[config.mk]
export PLATFORM = sky130hd
export DESIGN_NAME = cci_mpf_chan_checker_lane
export DESIGN_NICKNAME = d
export VERILOG_FILES = /design/src/rtl/cci_mpf_chan_checker_pkg.sv /design/src/rtl/cci_mpf_chan_checker_lane.sv
export SDC_FILE = /design/constraint.sdc
export NUM_CORES = 1
export LEC_CHECK = 0
export ABC_CLOCK_PERIOD_IN_PS = 11740
export CAP_MARGIN = 20
export CORE_MARGIN = 3
export CORE_UTILIZATION = 57
export DETAILED_ROUTE_END_ITERATION = 10
export PLACE_DENSITY = 0.95
export SLEW_MARGIN = 0
export SYNTH_ARGS = -nofsm -noshare
export SYNTH_HDL_FRONTEND = slang
export SYNTH_SLANG_ARGS = --single-unit
[constraint.sdc]
create_clock -name clk -period 11.74 [get_ports clk]
set_clock_uncertainty 0.1 [all_clocks]
set_input_delay 2.348 -clock clk [delete_from_list [all_inputs] [get_ports clk]]
set_output_delay 2.348 -clock clk [all_outputs]
set_load 0.02 [all_outputs]
[src/rtl/cci_mpf_chan_checker_pkg.sv]
// Shared types and the outstanding-count arithmetic for the MPF channel checker.
package cci_mpf_chan_checker_pkg;

    // Per-channel almost-full tracking states.
    typedef enum logic [1:0] {
        OK       = 2'd0,
        THROTTLE = 2'd1,
        VIOL     = 2'd2
    } t_chk_state;

    // One bit per error class raised by a channel.
    typedef struct packed {
        logic overflow;
        logic underflow;
        logic almfull;
    } t_err_vec;

    // Next outstanding count. Requests add (lines+1); a response removes one
    // line only when something is outstanding after the same-cycle add, so the
    // count never goes below zero. The result is clamped at sat_max.
    function automatic logic [31:0] f_next_cnt(
        input logic [31:0] cnt,
        input logic        tx_valid,
        input logic [1:0]  tx_lines,
        input logic        rx_valid,
        input logic [31:0] sat_max
    );
        logic [31:0] sum;
        if (tx_valid) begin
            sum = cnt + {30'd0, tx_lines} + 32'd1;
        end else begin
            sum = cnt;
        end
        if (rx_valid && (sum != 32'd0)) begin
            sum = sum - 32'd1;
        end else begin
            sum = sum;
        end
        if (sum > sat_max) begin
            sum = sat_max;
        end else begin
            sum = sum;
        end
        return sum;
    endfunction

endpackage

[src/rtl/cci_mpf_chan_checker_lane.sv]
// Single-channel checker: outstanding-line counter, almost-full slack FSM and
// the channel's error bits. Exposes next-cycle values so the top level can
// register its summary outputs in step with the lane registers.
module cci_mpf_chan_checker_lane
    import cci_mpf_chan_checker_pkg::*;
#(
    parameter int CNT_W           = 10,
    parameter int MAX_OUTSTANDING = 512,
    parameter int ALMFULL_SLACK   = 8,
    parameter int STICKY_ERR      = 1
) (
    input  logic             clk,
    input  logic             reset,
    input  logic             i_tx_valid,
    input  logic [1:0]       i_tx_lines,
    input  logic             i_tx_almfull,
    input  logic             i_rx_valid,
    output logic [CNT_W-1:0] o_cnt,
    output logic [CNT_W-1:0] o_cnt_nxt,
    output t_err_vec         o_err,
    output t_err_vec         o_err_nxt
);
    localparam logic [31:0] SAT_MAX = (32'd1 << CNT_W) - 32'd1;
    localparam logic [31:0] MAX_OUT = 32'(MAX_OUTSTANDING);
    localparam int          SLACK_W = $clog2(ALMFULL_SLACK + 2);
    localparam logic [SLACK_W-1:0] SLACK_LIM = SLACK_W'(ALMFULL_SLACK);

    logic [CNT_W-1:0]   r_cnt;
    t_chk_state         r_state;
    logic [SLACK_W-1:0] r_slack;
    t_err_vec           r_err;

    logic [31:0]        w_cnt32;
    logic [31:0]        w_next32;
    logic               w_uf_evt;
    logic               w_of_evt;
    logic               w_af_evt;
    t_chk_state         w_state_nxt;
    logic [SLACK_W-1:0] w_slack_nxt;
    logic [SLACK_W-1:0] w_slack_inc;
    t_err_vec           w_evt;
    t_err_vec           w_err_nxt;

    // Count update plus overflow/underflow event detection.
    always_comb begin
        w_cnt32  = 32'(r_cnt);
        w_next32 = f_next_cnt(w_cnt32, i_tx_valid, i_tx_lines, i_rx_valid, SAT_MAX);
        w_uf_evt = i_rx_valid && !i_tx_valid && (r_cnt == {CNT_W{1'b0}});
        // One overflow event per excursion above the limit, not one per cycle.
        w_of_evt = (w_next32 > MAX_OUT) && (w_cnt32 <= MAX_OUT);
    end

    // Almost-full FSM next state; a new episode starts its slack from zero.
    always_comb begin
        w_state_nxt = r_state;
        w_slack_nxt = r_slack;
        w_af_evt    = 1'b0;
        if (r_state == OK) begin
            w_slack_inc = SLACK_W'(i_tx_valid);
        end else begin
            w_slack_inc = r_slack + SLACK_W'(i_tx_valid);
        end
        case (r_state)
            OK: begin
                if (i_tx_almfull) begin
                    w_slack_nxt = w_slack_inc;
                    if (w_slack_inc > SLACK_LIM) begin
                        w_state_nxt = VIOL;
                        w_af_evt    = 1'b1;
                    end else begin
                        w_state_nxt = THROTTLE;
                    end
                end else begin
                    w_slack_nxt = {SLACK_W{1'b0}};
                end
            end
            THROTTLE: begin
                if (!i_tx_almfull) begin
                    w_state_nxt = OK;
                    w_slack_nxt = {SLACK_W{1'b0}};
                end else if (w_slack_inc > SLACK_LIM) begin
                    w_state_nxt = VIOL;
                    w_slack_nxt = w_slack_inc;
                    w_af_evt    = 1'b1;
                end else begin
                    w_slack_nxt = w_slack_inc;
                end
            end
            VIOL: begin
                if (!i_tx_almfull) begin
                    w_state_nxt = OK;
                    w_slack_nxt = {SLACK_W{1'b0}};
                end else begin
                    w_state_nxt = VIOL;
                end
            end
            default: begin
                w_state_nxt = OK;
                w_slack_nxt = {SLACK_W{1'b0}};
            end
        endcase
    end

    // Error bits either accumulate or mirror the current events.
    always_comb begin
        w_evt.overflow  = w_of_evt;
        w_evt.underflow = w_uf_evt;
        w_evt.almfull   = w_af_evt;
        if (STICKY_ERR != 0) begin
            w_err_nxt = t_err_vec'(r_err | w_evt);
        end else begin
            w_err_nxt = w_evt;
        end
    end

    // Lane state registers with synchronous active-low reset.
    always_ff @(posedge clk) begin
        if (!reset) begin
            r_cnt   <= {CNT_W{1'b0}};
            r_state <= OK;
            r_slack <= {SLACK_W{1'b0}};
            r_err   <= 3'b000;
        end else begin
            r_cnt   <= w_next32[CNT_W-1:0];
            r_state <= w_state_nxt;
            r_slack <= w_slack_nxt;
            r_err   <= w_err_nxt;
        end
    end

    assign o_cnt     = r_cnt;
    assign o_cnt_nxt = w_next32[CNT_W-1:0];
    assign o_err     = r_err;
    assign o_err_nxt = w_err_nxt;

endmodule

* Word level (Yosys, flattened, before mapping)
Index checks and enable logic that the tools add are counted.
Storage, ports and cells: register bits after elaboration 19, input bits 7, output and inout bits 26, logic and storage cells 46
Cells by class: add/sub/neg operators 4, magnitude comparators 4, equality and inequality tests 5, muxes and demuxes 16, bitwise gates (word level) 1, reduce and logical (&&, ||, !) cells 10
Operators by type and width (number):
- 32-bit by 10-bit > comparator with 1-bit output (second input constant) | 2
- 32-bit two-way mux | 2
- 32-bit nonzero test | 1
- 32-bit by 1-bit subtractor with 32-bit output (second input constant) | 1
- 11-bit by 1-bit adder with 12-bit output (second input constant) | 1
- 12-bit two-way mux | 1
- 4-bit two-way mux | 3
- 10-bit by 2-bit adder with 11-bit output | 1
- 10-bit <= comparator (second input constant) | 1
- 10-bit zero test | 1
- 2-bit two-way mux | 5
- 4-bit case mux with 2 select lines | 1
- 2-bit case mux with 3 select lines | 1
- 4-bit by 1-bit adder with 4-bit output | 1
- 4-bit > comparator (second input constant) | 1
- 1-bit logical AND | 4
- 2-bit inequality test (second input constant) | 2
- 1-bit two-way mux | 3
- 3-bit inequality test (second input constant) | 1
- 3-bit OR | 1
- 2-bit by 1-bit equality test with 1-bit output (second input constant) | 1
- 2-bit equality test (second input constant) | 1
- 2-bit zero test | 1
- 2-bit AND reduction | 1
- 2 further kinds | 2

* Longest topological paths before layout
Gate-level depths: netlist (run 1).
depth after elaboration 11, depth in mapped cells 15, gate-level depth less buffers 14

* Least setup slack after synthesis (run 1)
OpenSTA, ideal clock, no wires.
path kind input to output, start input port i_tx_lines[0], end output port o_err_nxt[2] (netlist name), arrival time 5.125 ns, data required time 9.292 ns, slack 4.167 ns, stages on the path 14, buffers on the path 0, cell sequence inv_1 > ha_1 > fa_1 > nand4b_1 > and3_1 > mux2i_1 > o21ai_0 > and3b_1 > ha_1 > nand2b_1 > o221ai_4 > nand3_1 > nor3_2 > nor2_1
RTL lines:
- start, declared | line cci_mpf_chan_checker_lane.sv:15 | input logic [1:0] i_tx_lines,
- end, declared | line cci_mpf_chan_checker_lane.sv:21 | output t_err_vec o_err_nxt

==> reports/results.env, run 1 <==
GRT-OVFL-TOTAL=0
ANTENNADIODECOUNT=0
FLOORPLAN.DIE.WIDTH_UM=62.4
CPPEAKSTAGEDELAY_NS=0.54
YS_WARN_COUNT=0
REQUIRED_TIME_AT_THE_ENDPOINT_OF_THE_CRITICAL_PATH_NS=9.29
FINALSETUPTNS_NS=0
TIMING.SETUP.CRITICAL_PATH_CLASS='in -> out'
PORT_BUFFERS=32
CTS_SETUP_BUFFERS=0
INITIALDRTVIOLATIONCOUNT=117
WORST-PATH-MAX-FANOUT=6
WORST-SLEW-PIN-TRANSITION_NS=0.801
SYNTHESIS.AREA_PER_INSTANCE_UM2=8.23
TRITONCTS='built'
FLOORPLAN.INITIALDENSITY_PCT=62.4
FINAL_NETS=264
SYNTHESIS.NETS=239
CAP_VIOLATIONS=0
POSTSYNTH.ASYNCRESETSHARE_PCT=0
ARRIVAL_NS=6.22
CRITICAL_PATH.TOP_DELAY_FAMILY='simple AND/OR/NAND/NOR gates'
LAYOUT_WORST_PATH_CYCLE_SHARE_PCT=73.8
TIMING.RR.END='o_cnt[2]'
PIN_COUNT_OF_THE_BIGGEST_NET_ENTERING_GLOBAL_ROUTING=17
LEAKAGE_nW=0.815
MAX-SLEW-MARGIN-REL_PCT=46.1
CLOCK_PATH_BUFFERS=2
R2R_CELLS=14
STARTPOINT_TYPE='primary input'
CTS-BUFFERS-INSERTED=3
POST_CTS_HOLD_BUFFER_COUNT=0
FLIP_FLOP_CELL_WITH_THE_HIGHEST_COUNT_AFTER_SYNTHESIS='sky130_fd_sc_hd__dfxtp_1'
DR_TOTAL_VIAS=1721
CTS_RESIZED=0
WORSTPATHBUFFERINVERTERCOUNT=3
TIMING.HOLD.WORST.CLASS='reg -> reg'
CLK-INSERTION-DELAY-LATE_NS=0.30
DRIVE_ABOVE_1_SHARE_PCT=9.84
CTS_MAX_LEVEL=1
PINS_OVER_THEIR_SLEW_LIMIT=0
SYNTH-EDFF-COUNT=0
IRDROPWORSTVDD_V=0.000188
YS_TOP_CELLS_BY_COUNT='sky130_fd_sc_hd__dfxtp_1, sky130_fd_sc_hd__nand2_1, sky130_fd_sc_hd__xnor2_1, sky130_fd_sc_hd__ha_1, sky130_fd_sc_hd__nor2_1'
GRT.TOTAL_USAGE_PCT=22.7
SYNTH.FF_LATCH_COUNT=19
POST_DETAILED_ROUTE_DRC_MARKER_COUNT=0
HOLD_VIOL=0
FINALPOWER_uW=549
YOSYS-TOP-CELLS-AREA='sky130_fd_sc_hd__dfxtp_1, sky130_fd_sc_hd__ha_1, sky130_fd_sc_hd__xnor2_1, sky130_fd_sc_hd__nand2_1, sky130_fd_sc_hd__xor2_1'
AREAGROWTHSYNTHTOFINISH_PCT=18.0
ROUTEDWLPERCELL_UM=15.3
DRT_PRE_ANTENNA_ITERS=4
GRT_SETUP_UNREPAIRED='false'
GRT_FIRST_PASS_WIRELENGTH_UM=7310
DIEHEIGHT_UM=62.4
SETUP-VIOLATIONS-FINAL=0
POST_SYNTH_INSTANCE_AREA_UM2=1810
DETAIL_ROUTE.VIAS_PER_CELL=6.02
PLACE_HPWL_UM=3300
POST-SYNTH-TOP-AREA-CELL='sky130_fd_sc_hd__dfxtp_1'
DRT_WL_TOTAL_UM=4370
RESULT_OF_THE_RUN='finished, final reports clean'
HOLD_PATH_END='r_slack[0]'
SYNTH_SEQ_AREA_SHARE_PCT=21.0
INSTANCE_COUNT_OF_THE_MAPPED_NETLIST=220
WORST_HOLD_PATH_DEPTH=2
ANTENNA_FOUND_INITIAL=0
RR_STARTPOINT='o_cnt[0]'
YOSYS.AREA.TOP_TYPE_SHARE_PCT=21.0
PEAK_CLOCK_FREQUENCY_SUPPORTED_BY_TIMING_MHz=115
RRSETUPSLACK_NS=8.16
NUMCLOCKSINKS=19
CRIT_CHAIN='clkdlybuf4s50_1 > inv_1 > ha_1 > fa_1 > nand4b_1 > and3_1 > mux2i_1 > o21ai_0 > and3b_1 > ha_1 > nand2b_1 > o221ai_4 > nand3_1 > nor3_2 > nor2_1 > clkdlybuf4s50_1'
ROW_COUNT=19
SYNTH.LIB_CELLS_USED.DISTINCT=62
WORSTHOLDSTART='r_slack[0]'
POST-ROUTE-UTIL_PCT=73.6
CLOCK_TREE.ROOT_CELL='sky130_fd_sc_hd__clkbuf_4'
CPMAXSTAGEDELAYCELL='sky130_fd_sc_hd__clkdlybuf4s50_1'
ROUTABILITY_CONGESTION_ESTIMATE=0.940
CORE_AREA_UM2=2900
POWER.DENSITY_nW_PER_UM2=257
FIRST_GLOBAL_VIAS=1623
DETAIL-ROUTE-ANTENNA-NETS=0
PERIOD_NEEDED_NS=8.67
IOS=33
CTS.CLK_SLEW.WORST_PATHS_NS=0.10
CRITICAL_PATH.ENDPOINT_TYPE='primary output'
DIE_FOOTPRINT_UM2=3890
## worst max-delay path by stage
stage	startpoint	to	slack, ns	cells after the start
after CTS	i_tx_lines[0]	o_err_nxt[2]	3.08	16
final	i_tx_lines[0]	o_err_nxt[2]	3.07	16
after detailed placement	i_tx_lines[0]	o_err_nxt[2]	3.10	16
after floorplan	i_tx_lines[0]	o_err_nxt[2]	4.17	14
after global routing	i_tx_lines[0]	o_err_nxt[2]	2.84	16
after global placement	i_tx_lines[0]	o_err_nxt[2]	3.21	16
## logic make-up (layout without fill, tap and decap cells)
family | count (synthesis) | count (layout) | synth area share (%)
buffers and inverters | 19 | 43 | 5.53
adders and majority gates | 12 | 12 | 8.71
muxes | 6 | 6 | 3.80
AOI/OAI and AO/OA | 47 | 47 | 20.2
DFF | 19 | 19 | 21.0
and+or+nand+nor | 97 | 97 | 31.1
xor gates and xnor gates | 20 | 20 | 9.68
## cell usage in the layout, fill, tap and decap left out, types with 2 or more instances in the layout
cell type                         count
sky130_fd_sc_hd__a2111oi_0            2
sky130_fd_sc_hd__a211o_1              2
sky130_fd_sc_hd__a21boi_0             5
sky130_fd_sc_hd__a21oi_1              9
sky130_fd_sc_hd__a31oi_1              2
sky130_fd_sc_hd__and2_1              10
sky130_fd_sc_hd__and3_1               6
sky130_fd_sc_hd__clkbuf_4             3
sky130_fd_sc_hd__clkdlybuf4s50_1     32
sky130_fd_sc_hd__dfxtp_1             19
sky130_fd_sc_hd__ha_1                11
sky130_fd_sc_hd__inv_1                7
sky130_fd_sc_hd__mux2_2               3
sky130_fd_sc_hd__mux2i_1              2
sky130_fd_sc_hd__nand2_1             19
sky130_fd_sc_hd__nand2_2              3
sky130_fd_sc_hd__nand2b_1             7
sky130_fd_sc_hd__nand3_1              5
sky130_fd_sc_hd__nand4_1              4
sky130_fd_sc_hd__nand4b_1             2
sky130_fd_sc_hd__nor2_1              11
sky130_fd_sc_hd__nor2b_1              4
sky130_fd_sc_hd__nor3_1               7
sky130_fd_sc_hd__nor4_1               2
sky130_fd_sc_hd__o2111ai_1            2
sky130_fd_sc_hd__o211ai_1             3
sky130_fd_sc_hd__o21ai_0              7
sky130_fd_sc_hd__o31ai_1              2
sky130_fd_sc_hd__or3_1                4
sky130_fd_sc_hd__xnor2_1             12
sky130_fd_sc_hd__xor2_1               8
## where the power goes
part	switching, mW	leakage, nW	internal (mW)
Clock	0.0199	0.0150	0.0133
Sequential	0.0309	0.156	0.0798
Combinational	0.219	0.645	0.186
Total	0.270	0.815	0.279
## state kept, by name, indices dropped and copies added, names as in the netlist
| register | count |
|---|---|
| r_state | 2 |
| o_cnt | 10 |
| o_err | 3 |
| r_slack | 4 |
## worst reg2reg max path, cell delays in order, from the launching register on
cell and delay, ns:
sky130_fd_sc_hd__dfxtp_1 0.43, sky130_fd_sc_hd__inv_1 0.08, sky130_fd_sc_hd__ha_1 0.19, sky130_fd_sc_hd__fa_1 0.43, sky130_fd_sc_hd__nand4b_1 0.31, sky130_fd_sc_hd__and3_1 0.26
sky130_fd_sc_hd__mux2i_1 0.22, sky130_fd_sc_hd__o21ai_0 0.16, sky130_fd_sc_hd__and3b_1 0.19, sky130_fd_sc_hd__ha_1 0.27, sky130_fd_sc_hd__nand2b_1 0.09, sky130_fd_sc_hd__o221ai_4 0.22
sky130_fd_sc_hd__and2_4 0.28, sky130_fd_sc_hd__o21ai_2 0.09, sky130_fd_sc_hd__and2_1 0.15
## through the flow
stage	worst slack [ns]	std cells	hold WS, ns	cell area, µm²
2_1_floorplan	4.17	220	0.358	1810
3_3_place_gp	3.21	282	0.374	2110
3_5_place_dp	3.10	282	0.381	2110
4_1_cts	3.08	286	0.405	2140
5_1_grt	2.84	286	0.472	2140
6_report	3.07	286	0.407	2140
## routing by layer
| metal | track usage, % | wire length, µm |
|---|---|---|
| met1 | 29.0 | 1980 |
| met3 | 4.50 | 251 |
| met2 | 37.6 | 2060 |
| met5 | 0 | 0 |
| met4 | 8.54 | 77 |
## final cells by class
class	count	area, µm²
Fill cell	222	764
Sequential cell	19	380
Inverter	7	26.3
Tap cell	42	52.6
Clock buffer	4	26.3
Multi-Input combinational cell	182	1330
Timing Repair Buffer	32	320
(Power assumes the default switching activity.)
==> run 2: changes to the inputs <==
--- a/config.mk
+++ b/config.mk
@@ -5,12 +5,12 @@
 export SDC_FILE = /design/constraint.sdc
 export NUM_CORES = 1
 export LEC_CHECK = 0
-export ABC_CLOCK_PERIOD_IN_PS = 11740
+export ABC_CLOCK_PERIOD_IN_PS = 8060
 export CAP_MARGIN = 20
 export CORE_MARGIN = 3
-export CORE_UTILIZATION = 57
+export CORE_UTILIZATION = 53
 export DETAILED_ROUTE_END_ITERATION = 10
-export PLACE_DENSITY = 0.95
+export PLACE_DENSITY = 0.9
 export SLEW_MARGIN = 0
 export SYNTH_ARGS = -nofsm -noshare
 export SYNTH_HDL_FRONTEND = slang
==> constraint.sdc (replaced) <==
create_clock -name clk -period 8.06 [get_ports clk]
set_clock_uncertainty 0.1 [all_clocks]
set_input_delay 1.612 -clock clk [delete_from_list [all_inputs] [get_ports clk]]
set_output_delay 1.612 -clock clk [all_outputs]
set_load 0.02 [all_outputs]
==> run 2 against run 1 <==
Critical path type unchanged. Sequential share of layout area shrank 0.052 points. Count of clock-buffer cells in the layout is 1 lower. Sequential power is 44% higher. Wire length is 5.3% lower. Flip-flop and latch count stayed put. Register-to-register slack worse by 3.6 ns. Design area rose by 0.29%. Core utilization down 5.7 points. Non-clock buffer count unchanged. Worst hold slack better by 0.022 ns. Die area increased by 6.8%.
==> reports/results.env, run 2 (synthesis results as in run 1) <==
RESULT_OF_THE_RUN='finished, final reports clean'
CPMAXSTAGEDELAYCELL='sky130_fd_sc_hd__clkdlybuf4s50_1'
ROUTABILITY_CONGESTION_ESTIMATE=0.906
ARRIVAL_NS=5.47
HOLD_PATH_END='r_slack[3]'
DRIVE_ABOVE_1_SHARE_PCT=10.2
FLOORPLAN.INITIALDENSITY_PCT=57.4
SETUP-VIOLATIONS-FINAL=0
WORSTPATHBUFFERINVERTERCOUNT=3
CRITICAL_PATH_DEPTH=16
WORST_HOLD_PATH_DEPTH=2
CAP_VIOLATIONS=0
LARGEST_REGISTER_FFS=10
POST_CTS_HOLD_BUFFER_COUNT=0
GRT_FIRST_PASS_WIRELENGTH_UM=7190
MAX-SLEW-MARGIN-REL_PCT=52.6
CPPEAKSTAGEDELAY_NS=0.54
WORSTHOLDSTART='r_slack[3]'
IRDROPWORSTVDD_V=0.000274
POWER_FRAC_SEQ_PCT=20.0
PORT_BUFFERS=32
GRT.TOTAL_USAGE_PCT=21.3
GRT_SETUP_UNREPAIRED='false'
FIRST_GLOBAL_VIAS=1552
POST_DETAILED_ROUTE_DRC_MARKER_COUNT=0
CRIT_CHAIN='clkdlybuf4s50_1 > inv_1 > ha_1 > fa_1 > nand4b_1 > and3_1 > mux2i_1 > o21ai_0 > and3b_1 > ha_1 > nand2b_1 > o221ai_4 > nand3_1 > nor3_2 > nor2_1 > clkdlybuf4s50_1'
PIN_COUNT_OF_THE_BIGGEST_NET_ENTERING_GLOBAL_ROUTING=17
RR_STARTPOINT='o_cnt[0]'
IOS=33
ANTENNADIODECOUNT=0
R2R_CELLS=14
CRITICAL_PATH.TOP_DELAY_FAMILY='simple AND/OR/NAND/NOR gates'
POWER.DENSITY_nW_PER_UM2=374
LEAKAGE_nW=0.814
POWER_DISSIPATED_BY_SWITCHING_NET_LOADS_uW=395
FINALSETUPTNS_NS=0
INITIALDRTVIOLATIONCOUNT=79
CTS-BUFFERS-INSERTED=3
MULTI_INPUT_COMB_AREA_UM2=1330
NUMCLOCKSINKS=19
TIMING.SETUP.CRITICAL_PATH_CLASS='in -> out'
CLOCK_TREE.ROOT_CELL='sky130_fd_sc_hd__clkbuf_4'
HOLD_VIOL=0
TRITONCTS='built'
TIMING.HOLD.WORST.CLASS='reg -> reg'
CLOCK_PATH_BUFFERS=2
LAYOUT_COMMON_CELLS='sky130_fd_sc_hd__clkdlybuf4s50_1, sky130_fd_sc_hd__nand2_1, sky130_fd_sc_hd__dfxtp_1'
FINISH.INSTANCE_AREA_UM2=2140
STARTPOINT_TYPE='primary input'
LAYOUT_WORST_PATH_CYCLE_SHARE_PCT=89.1
GRT-OVFL-TOTAL=0
DIE_FOOTPRINT_UM2=4150
FF_LATCH_AREA_UM2=380
RRSETUPSLACK_NS=4.52
DETAIL-ROUTE-ANTENNA-NETS=0
PLACE_HPWL_UM=3170
ROUTEDWLPERCELL_UM=14.4
DRT_WL_TOTAL_UM=4140
CELL_INTERNAL_PWR_uW=406
ANTENNA_FOUND_INITIAL=0
WORST-SLEW-PIN-TRANSITION_NS=0.704
DETAIL_ROUTE.VIAS_PER_CELL=5.86
PINS_OVER_THEIR_SLEW_LIMIT=0
NETSWITCHINGFRACTION_PCT=49.3
ROW_COUNT=20
CORE_AREA_UM2=3150
FINAL_NETS=264
PEAK_CLOCK_FREQUENCY_SUPPORTED_BY_TIMING_MHz=139
FLOORPLAN.DIE.WIDTH_UM=64.4
DIEHEIGHT_UM=64.4
MOST_FREQUENT_STANDARD_CELL_IN_THE_LAYOUT_EXCLUDING_FILL_AND_TAP_CELLS='sky130_fd_sc_hd__clkdlybuf4s50_1'
CRITICAL_PATH.ENDPOINT_TYPE='primary output'
CTS_SETUP_BUFFERS=0
DR_TOTAL_VIAS=1687
FINALPOWER_uW=800
POWER.SHARE.COMBINATIONAL_PCT=73.3
CTS_RESIZED=0
CLOCK_POWER_SHARE_PCT=6.8
TIMING.RR.END='o_cnt[2]'
WORST-PATH-MAX-FANOUT=6
AREAGROWTHSYNTHTOFINISH_PCT=18.3
REQUIRED_TIME_AT_THE_ENDPOINT_OF_THE_CRITICAL_PATH_NS=6.35
CLK-INSERTION-DELAY-LATE_NS=0.32
CTS.CLK_SLEW.WORST_PATHS_NS=0.13
PLACEDINSTANCEAREA_UM2=2110
FINAL.FILL_COUNT=252
DRT_PRE_ANTENNA_ITERS=5
PERIOD_NEEDED_NS=7.18
CTS_MAX_LEVEL=1
[run 2: cell count changes in the layout (fill, tap and decap cells not counted), sizes merged]
cell	change
clkinvlp	+1
clkbuf	-1
[run 2: stage by stage]
| stage | instances | setup WS, ns | hold WS [ns] | util, % |
|---|---|---|---|---|
| after floorplan | 220 | 1.96 | 0.358 | - |
| after global placement | 284 | 1.02 | 0.378 | 67.0 |
| after detailed placement | 284 | 0.917 | 0.400 | 67.0 |
| after CTS | 288 | 0.905 | 0.430 | 67.9 |
| after global routing | 288 | 0.582 | 0.467 | 67.9 |
| final | 288 | 0.882 | 0.429 | 67.9 |
[run 2: layout make-up]
type                       count  share of cell area, %
tap                           44                   2.57
clock buffer                   3                   1.05
timing repair buffer          32                   15.0
clock inverter                 1                  0.350
multi-input combinational    182                   62.1
sequential                    19                   17.8
inverter                       7                   1.23
[run 2: how the worst max path moves through the flow]
stage	start	endpoint	slack [ns]
after floorplan	i_tx_lines[0]	o_err_nxt[2]	1.96
after global placement	i_tx_lines[0]	o_err_nxt[2]	1.02
after detailed placement	i_tx_lines[0]	o_err_nxt[2]	0.92
after CTS	i_tx_lines[0]	o_err_nxt[2]	0.91
after global routing	i_tx_lines[0]	o_err_nxt[2]	0.58
final	i_tx_lines[0]	o_err_nxt[2]	0.88
[run 2: tightest hold or removal path, delay by kind of cell, from the launching register on]
family | cells | cell delay (ns)
compound gates | 1 | 0.07
flops | 1 | 0.36
simple gates | 1 | 0.07
[run 2: power groups by stage]
stage | combinational [mW] | sequential [mW] | clock (mW)
after floorplan | 0.395 | 0.160 | 0
after global placement | 0.574 | 0.162 | 0
after detailed placement | 0.581 | 0.161 | 0
after CTS | 0.586 | 0.159 | 0.0556
after global routing | 0.633 | 0.165 | 0.0599
final | 0.586 | 0.160 | 0.0541
[run 2: routing by layer]
layer	vias up	track usage, %	wire (µm)	share of wire (%)
met1	796	29.2	1930	47
met4	0	5.54	61	1.5
met5	-	0	0	0
met3	8	4.16	231	5.6
li1	836	-	-	-
met2	47	34.1	1920	46
